### src/rtl/mem_if_pkg.sv
// Shared definitions for the cache-to-memory write-back path: FSM states
// and line geometry.
package mem_if_pkg;

  typedef enum logic [1:0] {IDLE, MEM_READ, MEM_WRITE} wb_state_t;

  localparam int LINE_BYTES = 16;
  localparam int LINE_OFF   = $clog2(LINE_BYTES);

endpackage

### src/rtl/dmem_wb_fifo.sv
// Circular store of buffered lines with per-entry valid bits and a parallel
// line-address match giving the youngest hit and the coalesce target.
module dmem_wb_fifo #(
  parameter int DEPTH  = 4,
  parameter int TAG_W  = 28,
  parameter int LINE_W = 128
) (
  input  logic              clk,
  input  logic              reset,
  input  logic [TAG_W-1:0]  lookup_tag,
  input  logic              excl_head,
  input  logic              wr_en,
  input  logic [LINE_W-1:0] wr_data,
  input  logic              pop_en,
  output logic              hit,
  output logic [LINE_W-1:0] hit_data,
  output logic              coal_hit,
  output logic              full,
  output logic              empty,
  output logic [TAG_W-1:0]  head_tag,
  output logic [LINE_W-1:0] head_data
);

  localparam int PTR_W = $clog2(DEPTH);

  logic [TAG_W-1:0]  tag_reg  [DEPTH];
  logic [LINE_W-1:0] data_reg [DEPTH];
  logic [DEPTH-1:0]  valid_reg;
  logic [PTR_W-1:0]  head_reg, tail_reg;
  logic [PTR_W:0]    count_reg;

  logic [DEPTH-1:0]  match, coal_match;
  logic [PTR_W-1:0]  hit_idx, coal_idx;
  logic              alloc;

  generate
    for (genvar gi = 0; gi < DEPTH; gi++) begin : g_match
      assign match[gi]      = valid_reg[gi] && (tag_reg[gi] == lookup_tag);
      assign coal_match[gi] = match[gi] && !(excl_head && (PTR_W'(gi) == head_reg));
    end
  endgenerate

  // Scan oldest to youngest so the last match seen is the youngest.
  always_comb begin
    hit_idx  = head_reg;
    coal_idx = head_reg;
    for (int k = 0; k < DEPTH; k++) begin
      if (match[head_reg + PTR_W'(k)])      hit_idx  = head_reg + PTR_W'(k);
      if (coal_match[head_reg + PTR_W'(k)]) coal_idx = head_reg + PTR_W'(k);
    end
  end

  assign hit      = |match;
  assign coal_hit = |coal_match;
  assign full     = (count_reg == (PTR_W+1)'(DEPTH));
  assign empty    = (count_reg == '0);
  assign alloc    = wr_en && !coal_hit;
  assign hit_data = data_reg[hit_idx];
  assign head_tag = tag_reg[head_reg];
  // A write merging into the head as its drain starts must reach memory.
  assign head_data = (wr_en && coal_hit && (coal_idx == head_reg)) ? wr_data : data_reg[head_reg];

  always_ff @(posedge clk) begin
    if (reset) begin
      valid_reg <= '0;
      head_reg  <= '0;
      tail_reg  <= '0;
      count_reg <= '0;
    end else begin
      if (pop_en) begin
        valid_reg[head_reg] <= 1'b0;
        head_reg            <= head_reg + 1'b1;
      end
      if (alloc) begin
        valid_reg[tail_reg] <= 1'b1;
        tail_reg            <= tail_reg + 1'b1;
      end
      count_reg <= count_reg + (PTR_W+1)'(alloc) - (PTR_W+1)'(pop_en);
    end
  end

  always_ff @(posedge clk) begin
    if (alloc) begin
      tag_reg[tail_reg]  <= lookup_tag;
      data_reg[tail_reg] <= wr_data;
    end else if (wr_en) begin
      data_reg[coal_idx] <= wr_data;
    end
  end

endmodule

### src/rtl/dmem_wb_buffer.sv
// Write-back buffer between the data cache and the memory dmem port: read
// priority, forwarding from buffered lines, write merging and background drain.
module dmem_wb_buffer
  import mem_if_pkg::*;
#(
  parameter int DEPTH  = 4,
  parameter int ADDR_W = 32,
  parameter int LINE_W = 128
) (
  input  logic              clk,
  input  logic              reset,
  input  logic              in_req_valid,
  input  logic              in_req_we,
  input  logic [ADDR_W-1:0] in_req_addr,
  input  logic [LINE_W-1:0] in_req_data,
  output logic              out_req_ready,
  output logic              out_resp_valid,
  output logic [LINE_W-1:0] out_resp_data,
  output logic              out_dmem_read_en,
  output logic              out_dmem_write_en,
  output logic [ADDR_W-1:0] out_dmem_addr,
  output logic [LINE_W-1:0] out_dmem_write_data,
  input  logic [LINE_W-1:0] in_dmem_read_data,
  input  logic              in_dmem_ready
);

  localparam int TAG_W = ADDR_W - LINE_OFF;

  wb_state_t         state_reg, state_next;
  logic              resp_valid_reg;
  logic [LINE_W-1:0] resp_data_reg;
  logic [ADDR_W-1:0] dmem_addr_reg;
  logic [LINE_W-1:0] dmem_wdata_reg;

  logic [TAG_W-1:0]  req_tag, head_tag;
  logic [LINE_W-1:0] hit_data, head_data;
  logic              hit, coal_hit, full, empty;
  logic              rd_ready, wr_ready, rd_fire, wr_fire, drain_start, pop;
  logic              unused_addr_bits;

  assign req_tag          = in_req_addr[ADDR_W-1:LINE_OFF];
  assign unused_addr_bits = ^in_req_addr[LINE_OFF-1:0];

  assign rd_ready      = (state_reg == IDLE) && !resp_valid_reg;
  assign wr_ready      = !full || coal_hit;
  assign out_req_ready = !reset && (in_req_we ? wr_ready : rd_ready);
  assign rd_fire       = in_req_valid && !in_req_we && out_req_ready;
  assign wr_fire       = in_req_valid && in_req_we && out_req_ready;
  assign drain_start   = (state_reg == IDLE) && !rd_fire && !empty;
  assign pop           = (state_reg == MEM_WRITE) && in_dmem_ready;

  dmem_wb_fifo #(
    .DEPTH (DEPTH),
    .TAG_W (TAG_W),
    .LINE_W(LINE_W)
  ) u_fifo (
    .clk       (clk),
    .reset     (reset),
    .lookup_tag(req_tag),
    .excl_head (state_reg == MEM_WRITE),
    .wr_en     (wr_fire),
    .wr_data   (in_req_data),
    .pop_en    (pop),
    .hit       (hit),
    .hit_data  (hit_data),
    .coal_hit  (coal_hit),
    .full      (full),
    .empty     (empty),
    .head_tag  (head_tag),
    .head_data (head_data)
  );

  always_comb begin
    state_next = state_reg;
    unique case (state_reg)
      IDLE: begin
        if (rd_fire && !hit)  state_next = MEM_READ;
        else if (drain_start) state_next = MEM_WRITE;
      end
      MEM_READ:  if (in_dmem_ready) state_next = IDLE;
      MEM_WRITE: if (in_dmem_ready) state_next = IDLE;
      default:   state_next = IDLE;
    endcase
  end

  always_ff @(posedge clk) begin
    if (reset) begin
      state_reg      <= IDLE;
      resp_valid_reg <= 1'b0;
      resp_data_reg  <= '0;
      dmem_addr_reg  <= '0;
      dmem_wdata_reg <= '0;
    end else begin
      state_reg      <= state_next;
      resp_valid_reg <= 1'b0;
      if (rd_fire && hit) begin
        resp_valid_reg <= 1'b1;
        resp_data_reg  <= hit_data;
      end
      if ((state_reg == MEM_READ) && in_dmem_ready) begin
        resp_valid_reg <= 1'b1;
        resp_data_reg  <= in_dmem_read_data;
      end
      // Address and data are held for the whole memory access.
      if (rd_fire && !hit) begin
        dmem_addr_reg <= {req_tag, {LINE_OFF{1'b0}}};
      end else if (drain_start) begin
        dmem_addr_reg  <= {head_tag, {LINE_OFF{1'b0}}};
        dmem_wdata_reg <= head_data;
      end
    end
  end

  assign out_resp_valid      = resp_valid_reg;
  assign out_resp_data       = resp_data_reg;
  assign out_dmem_read_en    = (state_reg == MEM_READ) && !in_dmem_ready;
  assign out_dmem_write_en   = (state_reg == MEM_WRITE) && !in_dmem_ready;
  assign out_dmem_addr       = dmem_addr_reg;
  assign out_dmem_write_data = dmem_wdata_reg;

endmodule

### config.mk
export PLATFORM = sky130hd
export DESIGN_NAME = dmem_wb_buffer
export DESIGN_NICKNAME = d
export VERILOG_FILES = /design/src/rtl/mem_if_pkg.sv /design/src/rtl/dmem_wb_fifo.sv /design/src/rtl/dmem_wb_buffer.sv
export SDC_FILE = /design/constraint.sdc
export NUM_CORES = 2
export LEC_CHECK = 0
export ABC_AREA = 1
export CORE_MARGIN = 1
export CORE_UTILIZATION = 50
export CTS_CLUSTER_DIAMETER = 40
export DETAILED_ROUTE_END_ITERATION = 7
export PLACE_DENSITY_LB_ADDON = 0.2
export SLEW_MARGIN = 20
export SYNTH_ARGS = -nofsm -noshare
export SYNTH_HDL_FRONTEND = slang
export SYNTH_SLANG_ARGS = --single-unit
### constraint.sdc
create_clock -name clk -period 8.7 [get_ports clk]
set_clock_uncertainty 0.2 [all_clocks]
set_input_delay 0.87 -clock clk [delete_from_list [all_inputs] [get_ports clk]]
set_output_delay 0.87 -clock clk [all_outputs]
set_load 0.02 [all_outputs]
== Yosys cells after proc, flatten, opt, wreduce, memory -nomap -nowiden ==
Memory sizes are Yosys's and may differ from the RTL's. A register that Yosys moved wholly into a read port is not among the register bits.
Cells that the tools add are included.

* Flip-flop bits (word level): 299
* Bits in writable memories: 624
* Input bits: 293
* Output and inout port bits: 292
* Word-level logic and storage cells: 144
* Memories kept: 2

{| class="wikitable"
|+ Memories
! name !! words !! width !! rd ports !! clocked after Yosys merged registers in !! write ports !! line !! text
|-
| u_fifo.data_reg || 4 || 128 || 2 || 1 || 1 || dmem_wb_fifo.sv:27 || <nowiki>logic [LINE_W-1:0] data_reg [DEPTH];</nowiki>
|-
| u_fifo.tag_reg || 4 || 28 || 5 || 1 || 1 || dmem_wb_fifo.sv:26 || <nowiki>logic [TAG_W-1:0] tag_reg [DEPTH];</nowiki>
|}

* Add/sub/neg operators: 6
* $lt $le $gt $ge: 7
* Equal/unequal tests: 13
* Multiplexer cells: 47
* Bitwise operators: 5
* Reductions and logical operators: 54

{| class="wikitable"
|+ Operators with widths
! operator !! count
|-
| 2-to-1 mux 128 bit || 4
|-
| OR reduction 128 bit || 1
|-
| equality test 28 bit || 4
|-
| 2-to-1 mux 32 bit || 2
|-
| logical AND 1 bit || 29
|-
| 2-to-1 mux 2 bit || 12
|-
| 2-to-1 mux 1 bit || 17
|-
| less-than comparator 2 x 3 -> 1 bit (second input constant) || 5
|-
| logical NOT 1 bit || 13
|-
| binary-select mux 1 bit (select 2 bit) || 6
|-
| 2-to-1 mux 4 bit || 3
|-
| OR reduction 4 bit || 2
|-
| adder 2 x 1 -> 2 bit (second input constant) || 2
|-
| adder 2 bit (second input constant) || 2
|-
| bitwise AND 4 bit || 1
|-
| demux 1 bit (select 2 bit) || 2
|-
| equality test 2 bit (first input constant) || 2
|-
| greater-or-equal comparator 2 x 1 -> 1 bit (second input constant) || 2
|-
| logical NOT 2 bit || 2
|-
| NOT 4 bit || 1
|-
| OR 4 bit || 1
|-
| one-hot mux 2 bit (2 select lines) || 1
|-
| AND reduction 2 bit || 2
|-
| nonzero test 2 bit || 2
|-
| 14 further kinds || 14
|}

== Depth between registers and ports, before layout ==
* Depth in word-level cells: 15
* Gate-level depth with buffers: 24
* Gate-level depth less buffers: 23

== Hierarchy ==
From an unflattened synthesis, not the netlist that was laid out.

* Cells, all modules: 5580
* Area total of the unflattened synthesis: 46603.4 µm²

{| class="wikitable"
|+ Modules (own cells, without submodules)
! module !! instances !! cells each !! area each (µm²) !! sequential area each (µm²)
|-
| dmem_wb_fifo || 1 || 4123 || 34852.2 || 18998.2
|-
| dmem_wb_buffer || 1 || 1457 || 11751.3 || 5745.5
|}

== Worst setup path after synthesis ==
No wires, ideal clock.

* Path kind: register -> register
* From: register u_fifo.head_reg[0]
* To: memory u_fifo.data_reg[2][0], enable pin
* Setup time: 618 ps
* Arrival: 8105 ps
* Data required time: 7882 ps
* Setup slack: -223 ps
* Stages on the path, launching flop included: 17
* Path buffers: 4
* Clock period less this slack: 8923 ps
* Cell sequence: dfxtp_1 -> inv_1 -> clkbuf_1 -> clkbuf_1 -> clkbuf_1 -> clkbuf_1 -> ha_1 -> nand2_1 -> nand2_1 -> nand2_2 -> nor2_4 -> nand2_4 -> nand4_1 -> nor2_1 -> o21ai_0 -> inv_1 -> nor2_1

* Cells in the longest elaborated chain, start to end: 14
* Elaborated cells on any way between the ends: 43
* Classes of those cells: add/sub: 3; eq/ne: 3; mux: 17; reduce/logical: 20

{| class="wikitable"
|+ Ends and longest elaborated chain
! element !! line !! text
|-
| start: declaration || dmem_wb_fifo.sv:29 || <nowiki>logic [PTR_W-1:0] head_reg, tail_reg;</nowiki>
|-
| start signal: assignment || dmem_wb_fifo.sv:72 || <nowiki>head_reg <= head_reg + 1'b1;</nowiki>
|-
| equality test 1 x 2 -> 1 bit (tied with other cells) || dmem_wb_fifo.sv:39 || <nowiki>assign coal_match[gi] = match[gi] && !(excl_head && (PTR_W'(gi) == head_reg));</nowiki>
|-
| logical AND 1 bit || dmem_wb_fifo.sv:39 ||
|-
| logical NOT 1 bit || dmem_wb_fifo.sv:39 ||
|-
| logical AND 1 bit || dmem_wb_fifo.sv:39 ||
|-
| OR reduction 4 bit || dmem_wb_fifo.sv:54 || <nowiki>assign coal_hit = |coal_match;</nowiki>
|-
| logical OR 1 bit || dmem_wb_buffer.sv:45 || <nowiki>assign wr_ready = !full || coal_hit;</nowiki>
|-
| 2-to-1 mux 1 bit || dmem_wb_buffer.sv:46 || <nowiki>assign out_req_ready = !reset && (in_req_we ? wr_ready : rd_ready);</nowiki>
|-
| logical AND 1 bit || dmem_wb_buffer.sv:46 ||
|-
| logical AND 1 bit || dmem_wb_buffer.sv:48 || <nowiki>assign wr_fire = in_req_valid && in_req_we && out_req_ready;</nowiki>
|-
| 2-to-1 mux 1 bit / logical AND 1 bit (equally long branches) || dmem_wb_fifo.sv:86, dmem_wb_fifo.sv:57 ||
|-
| 2-to-1 mux 1 bit || dmem_wb_fifo.sv:83 || <nowiki>if (alloc) begin</nowiki>
|-
| 2-to-1 mux 1 bit (implied by the code) || dmem_wb_fifo.sv:87 || <nowiki>data_reg[coal_idx] <= wr_data;</nowiki>
|-
| OR reduction 128 bit (no source line) || - ||
|-
| 2-to-1 mux 2 bit (no source line) / 2-to-1 mux 1 bit (equally long branches) || - ||
|-
| end: declaration || dmem_wb_fifo.sv:27 ||
|}

Several ways; a longest one is shown, not always the timed one. The select of a mux whose other input is x is not followed.

==> summary.md <==
| Metric | Value |
|---|---|
| Status | complete, but fails checks |
| Failing checks | design-rule violations |
| Worst Path Arrival | 5.91 ns |
| Synth async-reset ratio | 0% |
| Worst endpoint required time | ~9.2 ns |
| Mux share of post-synthesis cell area | 0% |
| Post-CTS Repair Setup Buffers | 0 |
| Area leader, netlist | edfxtp_1 |
| Dpl cells | 7103 |
| FF-to-FF path depth | 13 |
| Max-slew violations | 0 |
| Cell Pwr Density | between 200 and 300 mW/mm² |
| HPWL after DPL | ~98 mm |
| Port Buf Inserts | roughly 580 |
| Most common cell in the netlist | nand3_1 |
| Top-area cell type share of the netlist area | about 45% |
| Max Freq | about 180 MHz |
| Hold WC Path Type | flop to flop |
| First-pass GRT wire length | approximately 250 mm |
| Synth warnings | 0 |
| FF+latch count, synth | 1053 |
| Hold Vio Cnt, Final | 0 |
| Maximum VDD drop | approximately 180 µV |
| Grt total ovfl | 0 |
| Synthesized area per cell | between 8 and 9 µm² |
| Area share of fa/ha/maj cells after synthesis | less than 1% |
| Setup Viol. Count Final | 0 |
| FILL cells | a little over 8000 |
| Nets | between 6000 and 7000 |
| Post-route ant nets | 0 |
| Main combinational cell family by area after synthesis | simple AND/OR/NAND/NOR gates |
| Top cells by count, synth | nand3_1 (1210), nand2_1 (1129), edfxtp_1 (752), inv_1 (442), nor2_1 (393) |
| Fin crit share | 62.7% |
| Crit-path max FO | 84 |
| Leading post-synthesis cells by cell area | edfxtp_1 (45%), nand3_1 (12%), dfxtp_1 (12%) |
| Via-per-instance ratio | around 5.9 |
| Worst slew pin tran | about 1.4 ns |
| First-pass DRT Iterations | 8 |
| Core region area | just under 0.1 mm² |
| Seq/Total Area, Yosys | 57.5% |
| Max clock buf depth | 3 |
| Multi-input gate area | between 0.015 and 0.02 mm² |
| Die area | about 0.1 mm² |
| LEAKAGE | between 20 and 25 nW |
| Post-Synth Simple-Gate Area | 24.5% |
| Total Neg Setup Slack | 0 ns |
| Path type of the worst setup path | primary input to flop |
| Mapped Cells | between 5000 and 6000 |
| Compound-Gate Fraction of Synth Area | under 10% |
| Post-CTS resize count | 0 |
| Root buffer cell | clkbuf_16 |
| Largest net degree at the start of global routing | 184 |
| Htree depth | 4 |
| Final core occ | 62.1% |
| Vias after detailed routing | roughly 44000 |
| Startpoint types | primary input |
| Clock Latency Late Sink | approximately 0.76 ns |
| CTS tree | built |
| Ports | between 500 and 600 |
| Vias in the first global route | ~40000 |
| DR WL/cell | between 20 and 25 µm |
| Slew HR | roughly 8.0% |
| Area grow syn2layout | 22.9% |
| Sink Count | about 1100 |
| Num rows | approximately 120 |
| Initial core utilization | between 50 and 60% |
| XOR/XNOR Fraction of Synth Area | less than 1% |
| Ys flop type | edfxtp_1 |
| Share of layout cells above drive strength 1 | ~6.5% |
| Setup crit end kind | flop |
| Routability cong. | 0.950 |
| Non-filler cells, final | between 7000 and 8000 |
| Setup repair after global routing missed its margin | false |
| Initial detailed-routing violation count | just under 5000 |
| EDFF count, synth | ~750 |
| Antenna violations before repair | 22 |
| Die span in y | 317 µm |
| Num CTS Buffers | 154 |
| Max Cap Viol | 0 |
| Hold Path Stages | 2 |
| FF+latch area | between 0.02 and 0.03 mm² |
| Post-Syn Area | around 0.050 mm² |
| All-Layer GR Usage | roughly 33% |
| Min cycle time layout | about 5.5 ns |
| Clock transition at path regs | around 0.06 ns |
| CTS Hold Bufs | 0 |
| Post-Route WL | ~170 mm |
| Chip width | ~320 µm |
| Synth cell types | 48 |
| DRC Markers | 1 |
[kinds of logic after synthesis]
kind of cell / after synthesis
AND/OR/NAND/NOR: 2786
flip-flops: 1053
adder cells (fa/ha/maj): 14
XOR/XNOR: 25
other: 1
buffers and inverters: 878
AO/OA/AOI/OAI: 848
[worst paths after layout]
| check | endpoint | from | slack (ns) |
|---|---|---|---|
| worst min register to register | flop | flop | 0.26 |
| worst min-delay path | flop | flop | 0.26 |
| worst max register to register | u_fifo.data_reg[3][109]$_DFFE_PP_ | u_fifo.head_reg[1]$_SDFFE_PP0P_ | 3.40 |
| worst max-delay path | flop | in_req_addr[25] | 3.25 |
[power by group]
part	total (mW)	switching (mW)	internal, mW
Sequential	6.37	0.244	6.12
Clock	6.38	2.35	4.03
Combinational	5.21	3.53	1.68
[per-stage QoR]
stage / setup slack, ns / total power [mW] / cell area, µm² / hold slack [ns]
6_report: 3.25 / 18.0 / 61100 / 0.257
5_1_grt: 3.02 / 18.6 / 61100 / 0.275
4_1_cts: 3.11 / 17.9 / 61100 / 0.258
3_5_place_dp: 2.54 / 11.6 / 55700 / 0.247
3_3_place_gp: 2.55 / 11.5 / 55700 / 0.244
2_1_floorplan: -0.223 / 9.48 / 49700 / 0.231
[routing by layer]
layer / GRT usage [%] / vias to the layer above / routed length (µm)
li1: - / 20000 / -
met2: 52.2 / 2334 / 80000
met1: 43.8 / 21000 / 67700
met3: 6.13 / 355 / 16000
met5: 0 / - / 133
met4: 13.7 / 20 / 5540
[layout make-up]
type	instances	share of cell area, %
Clock inverter	89	1.70
Clock buffer	196	7.05
Inverter	460	2.87
Multi-Input combinational cell	3677	28.6
Timing Repair Buffer	627	10.3
Sequential cell	1053	46.8
Tap cell	1287	2.64
Antenna cell	9	0.0369
[worst max-delay path, stage by stage]
cell and delay (ns):
clkdlybuf4s50_1 0.75, inv_2 0.11, nand2_1 0.19, nand2_1 0.08, inv_1 0.06, nand2_1 0.06
nor2_1 0.23, nand2_1 0.08, nor2_1 0.21, nand2_1 0.12, clkinv_1 0.07, nand2_1 0.10
nand2_2 0.11, nor2_4 0.06, nand2_4 0.07, nand4_4 0.16, nand2_8 0.52, buf_4 0.64
buf_4 0.93, a21oi_1 0.10, a211oi_1 0.25
[layout by cell type, fill, tap and decap left out, types with 18 or more instances in the layout]
cell	count
o21ai_0	327
nand3_1	1208
a21oi_1	359
clkbuf_8	18
buf_4	40
nand4_1	27
xnor2_1	22
nand2_1	1125
inv_1	435
dfxtp_1	297
a211oi_1	94
nor2_1	389
inv_2	18
a211oi_2	34
edfxtp_1	752
clkinv_2	21
clkbuf_1	19
clkdlybuf4s50_1	575
clkbuf_16	160
Note: power is estimated with default switching activity, not from simulation.
